$ cat config.mk
export PLATFORM = sky130hd
export DESIGN_NAME = exec_ctrl
export DESIGN_NICKNAME = d
export VERILOG_FILES = /design/src/rtl/exec_pkg.sv /design/src/rtl/exec_decode.sv /design/src/rtl/exec_ctrl.sv
export SDC_FILE = /design/constraint.sdc
export NUM_CORES = 1
export LEC_CHECK = 0
export BUFFER_PORTS_ARGS = -buffer_cell sky130_fd_sc_hd__buf_4
export CORE_ASPECT_RATIO = 1.25
export CORE_MARGIN = 2
export CORE_UTILIZATION = 47
export CTS_BUF_LIST = sky130_fd_sc_hd__clkbuf_8
export DETAILED_ROUTE_END_ITERATION = 10
export PLACE_DENSITY = 0.83
export RECOVER_POWER = 100
export SLEW_MARGIN = 20
export SYNTH_ARGS = -nofsm -noshare
export SYNTH_HDL_FRONTEND = slang
export SYNTH_SLANG_ARGS = --single-unit
$ cat constraint.sdc
create_clock -name clk -period 2.3 [get_ports clk]
set_input_delay 0.23 -clock clk [delete_from_list [all_inputs] [get_ports clk]]
set_output_delay 0.23 -clock clk [all_outputs]
set_load 0.01 [all_outputs]
$ cat src/rtl/exec_pkg.sv
// exec_pkg: opcodes, FSM state encoding and instruction field positions
// shared by the exec_ctrl sequencer and its decoder.
package exec_pkg;

  localparam logic [3:0] OP_SHL  = 4'h0;
  localparam logic [3:0] OP_SHR  = 4'h1;
  localparam logic [3:0] OP_ADD  = 4'h2;
  localparam logic [3:0] OP_SUB  = 4'h3;
  localparam logic [3:0] OP_AND  = 4'h4;
  localparam logic [3:0] OP_IOR  = 4'h5;
  localparam logic [3:0] OP_XOR  = 4'h6;
  localparam logic [3:0] OP_ZTST = 4'h7;
  localparam logic [3:0] OP_PCZ  = 4'h8;
  localparam logic [3:0] OP_PCNZ = 4'h9;
  localparam logic [3:0] OP_NOP  = 4'hA;

  // Instruction word layout: [15:12] opcode, [11] dest, [10:0] data address
  localparam int unsigned IR_OP_HI = 15;
  localparam int unsigned IR_OP_LO = 12;
  localparam int unsigned IR_DEST  = 11;

  typedef enum logic [2:0] {
    ST_IDLE,
    ST_FETCH,
    ST_READ,
    ST_EXEC,
    ST_WB
  } state_t;

  // Opcodes 0..7 (SHL through ZTST) write their result back
  function automatic logic op_writes_back(input logic [3:0] op);
    return (op <= OP_ZTST);
  endfunction

endpackage

$ cat src/rtl/exec_decode.sv
// exec_decode: combinational instruction-register decode.
module exec_decode
  import exec_pkg::*;
#(
  parameter int unsigned DA_W = 11
) (
  input  logic [15:0]     ir,
  output logic [3:0]      alu_op,
  output logic            writes_back,
  output logic            dest_mem,
  output logic [DA_W-1:0] daddr
);

  // Split the IR into its fields and classify the opcode
  always_comb begin
    alu_op      = ir[IR_OP_HI:IR_OP_LO];
    writes_back = op_writes_back(ir[IR_OP_HI:IR_OP_LO]);
    dest_mem    = ir[IR_DEST];
    daddr       = ir[DA_W-1:0];
  end

endmodule

$ cat src/rtl/exec_ctrl.sv
// exec_ctrl: 4-cycle fetch/read/execute/write-back sequencer driving a
// 16-bit combinational ALU. Optional single-step input: EXEC_CTRL_STEP_EN.
module exec_ctrl
  import exec_pkg::*;
#(
  parameter int unsigned PC_W = 11,
  parameter int unsigned DA_W = 11
) (
  input  logic            clk,
  input  logic            rst_n,
  input  logic            run,
`ifdef EXEC_CTRL_STEP_EN
  input  logic            step,
`endif
  output logic            halted,
  output logic [PC_W-1:0] imem_addr,
  input  logic [15:0]     imem_data,
  output logic [DA_W-1:0] dmem_addr,
  input  logic [15:0]     dmem_rdata,
  output logic [15:0]     dmem_wdata,
  output logic            dmem_we,
  output logic [3:0]      alu_op,
  output logic [15:0]     alu_mem,
  output logic [15:0]     alu_wreg,
  output logic            alu_carry_in,
  output logic            alu_zero_in,
  input  logic [15:0]     alu_result,
  input  logic            alu_carry_out,
  input  logic            alu_zero_out,
  input  logic            alu_pc_skip,
  output logic [15:0]     wreg
);

  state_t            state_q, state_d;
  logic [15:0]       ir_q;
  logic [PC_W-1:0]   pc_q;
  logic [15:0]       w_q;
  logic              c_q, z_q;
  logic [15:0]       result_q;
  logic              skip_q;
  logic              start;
  logic              writes_back, dest_mem;
  logic [DA_W-1:0]   ir_daddr;

  exec_decode #(.DA_W(DA_W)) u_decode (
    .ir          (ir_q),
    .alu_op      (alu_op),
    .writes_back (writes_back),
    .dest_mem    (dest_mem),
    .daddr       (ir_daddr)
  );

`ifdef EXEC_CTRL_STEP_EN
  assign start = run | step;
`else
  assign start = run;
`endif

  // State register
  always_ff @(posedge clk or negedge rst_n) begin
    if (!rst_n) state_q <= ST_IDLE;
    else        state_q <= state_d;
  end

  // Next state and state-decoded outputs.
  // The instruction RAM returns the word during READ, one cycle before IR
  // holds it, so the data address is taken straight from imem_data in READ.
  always_comb begin
    state_d   = state_q;
    halted    = 1'b0;
    dmem_we   = 1'b0;
    dmem_addr = ir_daddr;
    case (state_q)
      ST_IDLE: begin
        halted = 1'b1;
        if (start) state_d = ST_FETCH;
      end
      ST_FETCH: state_d = ST_READ;
      ST_READ: begin
        dmem_addr = imem_data[DA_W-1:0];
        state_d   = ST_EXEC;
      end
      ST_EXEC: state_d = ST_WB;
      ST_WB: begin
        dmem_we = writes_back & dest_mem;
        state_d = run ? ST_FETCH : ST_IDLE;
      end
      default: state_d = ST_IDLE;
    endcase
  end

  // Datapath registers: IR, latched ALU outputs, flags, W and PC
  always_ff @(posedge clk or negedge rst_n) begin
    if (!rst_n) begin
      ir_q     <= '0;
      pc_q     <= '0;
      w_q      <= '0;
      c_q      <= 1'b0;
      z_q      <= 1'b0;
      result_q <= '0;
      skip_q   <= 1'b0;
    end else begin
      case (state_q)
        ST_READ: ir_q <= imem_data;
        ST_EXEC: begin
          result_q <= alu_result;
          skip_q   <= alu_pc_skip;
          c_q      <= alu_carry_out;
          z_q      <= alu_zero_out;
        end
        ST_WB: begin
          if (writes_back && !dest_mem) w_q <= result_q;
          pc_q <= pc_q + (skip_q ? PC_W'(2) : PC_W'(1));
        end
        default: ;
      endcase
    end
  end

  assign imem_addr    = pc_q;
  assign dmem_wdata   = result_q;
  assign alu_mem      = dmem_rdata;
  assign alu_wreg     = w_q;
  assign alu_carry_in = c_q;
  assign alu_zero_in  = z_q;
  assign wreg         = w_q;

endmodule

==> impl_results.md <==
- Status: finished, violations left
- Failing checks: max-capacitance violations, max-slew violations
- Synth-to-Final Area Change: 21.3%
- Die H: 91.3 um
- Post-DP HPWL: 3.95 mm
- Initial core utilization: 0.489
- VDD IR max: 0.000733 V
- Clock sink count: 65
- Total wire length: 5.41 mm
- Drt pass-1 iters: 4
- Worst Path Required: 2.07 ns
- Worst slew margin: -0.0397
- Antenna Cells: 0
- Async SR Flop Fraction: 1.00
- EDFF count, synth: 0
- Final Net Count: 349
- Highest Clock Rate: 468 MHz
- Vias: 1819
- P per Cell Area: 1450 mW/mm2
- Most common cell in the synthesized netlist: dfrtp_1
- Post-route DRC: 0
- Worst-skew pair later-pin latency: 0.33 ns
- Post-DRT Antenna Nets: 0
- DIE AREA: 0.00674 mm2
- Cell taking the most area after synthesis: dfrtp_1
- Clock slew at reported path FFs: 0.07 ns
- Crit Path Category: flip-flop to primary output
- Tightest Hold Check Type: primary input to flip-flop
- Hold-fix buffer count after cts: 0
- Worst-Margin Slew: 1.56 ns
- Clock Tree Buf Depth: 2
- Post-synthesis sequential area ratio: 0.568
- Ranking of synthesized cells by area: dfrtp_1, mux2_2, buf_4
- Commonest cells post-synth: dfrtp_1, mux2_2, buf_4, mux2_4, xnor2_1
- Setup Skew: 0.00785 ns
- Synth top area share: 0.568
- Routed len/inst: 14.3 um
- Setup Viol. Count Final: 0
- Post-CTS resize count: 0
- Register bit count reported by yosys: 65
- Synth Net Count: 258
- Final Hold Vio Count: 0
- Fin crit share: 0.929
- Mapped Area: 0.00286 mm2
- Largest fanout on the critical path: 16
- Final hold slack: 0.126 ns
- Hold_sp: alu_result[13]
- Pre-CTS setup slack: 0.338 ns
- Main synth FF type: dfrtp_1
- RSZ-0062 raised after global routing: no
- CTS tree: built
- Largest net degree at the start of global routing: 66
- TritonCTS Buffers: 9
- Critical R2R Launch: skip_q
- GR Overflow Total: 0
- Max-slew violation count: 66
- Final Cell Area: 0.00347 mm2
- Initial DRC Count: 109
- H-tree depth: 3
- Setup crit start: state_q[1]
- Vias/cell: 4.80
- GR Util All Layers: 0.168
- Placed cell areas: 0.00356 mm2
- Number of antenna violations at the first check in global routing: 0
- Setup TNS: 0 ns
- Core Box Area: 0.00586 mm2
- Clock root cell: clkbuf_8
- Post-Syn Instances: 201
- Share of cells above drive strength 1: 0.320
- PnR worst setup slack: 0.163 ns
- Syn avg cell area: 14.2 um2
- Synth warnings: 0
- Chip width: 73.8 um
- First-pass GRT wire length: 8.59 mm
- CP Launch Type: flip-flop
- Leakage: 1.57 nW
- Number of I/O port buffers: 115
- Synth unique cells: 30
- Final min period: 2.14 ns
- Setup Fix Bufs, Post-CTS: 0
- Non-Filler Instances: 379
- Vias in the first global route: 1819
- Top-level I/O count: 148
- Placed insts: 363
- Arrival @ worst endpoint: 1.91 ns
- Crit. End Element: primary output
- Row count: 31
- Max-cap viol count: 1
- Placer Congestion: 0.745
[final cells by class]
cell class                      count  area (um2)
Fill cell                         583        2380
Sequential cell                    65        1630
Inverter                            4        15.0
Tap cell                           82         103
Multi-Input combinational cell     93         892
Timing Repair Buffer              119         594
Clock inverter                      6         106
Clock buffer                       10         138
[state kept, by name, indices dropped and copies added (netlist names)]
| name | flops |
|---|---|
| dmem_wdata | 16 |
| skip_q | 1 |
| alu_carry_in | 1 |
| state_q | 3 |
| ir_q | 16 |
| alu_zero_in | 1 |
| imem_addr | 11 |
| alu_wreg | 16 |
[placed cells by master (no fill, tap or decap), types with 3 or more instances in the layout]
cell type / count
xnor2_1: 8
bufinv_16: 3
dfrtp_1: 65
nand2_1: 5
nand3_1: 3
mux2_1: 14
nor3b_1: 3
mux2_2: 36
clkbuf_8: 10
clkbuf_1: 77
buf_4: 37
inv_1: 5
clkbuf_2: 4
nand4_1: 4
[kinds of logic after synthesis]
| logic type | count (synthesis) | synth area share |
|---|---|---|
| AOI/OAI and AO/OA | 3 | 0.00611 |
| xor gates and xnor gates | 10 | 0.0306 |
| adders and majority gates | 3 | 0.0157 |
| buffers and inverters | 43 | 0.109 |
| DFF | 65 | 0.568 |
| muxes | 51 | 0.214 |
| and+or+nand+nor | 26 | 0.0572 |
[worst paths after layout]
kind	end	slack (ns)	cells after the start
min	dmem_wdata[13]	0.13	2
min in group asynchronous	imem_addr[10]	0.29	1
max reg2reg	imem_addr[10]	0.26	8
min reg2reg	imem_addr[10]	0.48	1
max in group asynchronous	dmem_wdata[8]	1.09	1
max	dmem_addr[3]	0.16	5
[critical path, stage by stage (launching register included)]
cell,delay [ns]
dfrtp_1,0.46
or2b_1,0.27
nor2_1,0.10
buf_4,0.24
mux2_1,0.36
clkbuf_4,0.16
[metal layers]
metal / wire length [um] / GRT usage / part of all wire / vias to the layer above
li1: - / - / - / 836
met1: 2140 / 0.205 / 0.39 / 893
met2: 2730 / 0.266 / 0.51 / 78
met3: 435 / 0.0555 / 0.080 / 12
met4: 104 / 0.0727 / 0.019 / 0
met5: 0 / 0 / 0 / -
[report_power, final]
group	internal (mW)	leakage, nW	switching (mW)	total (mW)
logic	0.877	0.646	0.983	1.86
registers	1.66	0.798	0.370	2.03
clock network	0.744	0.124	0.412	1.16
[metrics by stage]
stage               utilization  power [mW]
finish                    0.593        5.04
CTS                       0.650        5.72
detailed placement        0.608        4.55
global placement          0.608        4.46
floorplan                     -        3.49
global route              0.593        5.40
No activity file was read; power rests on OpenSTA's default activity.
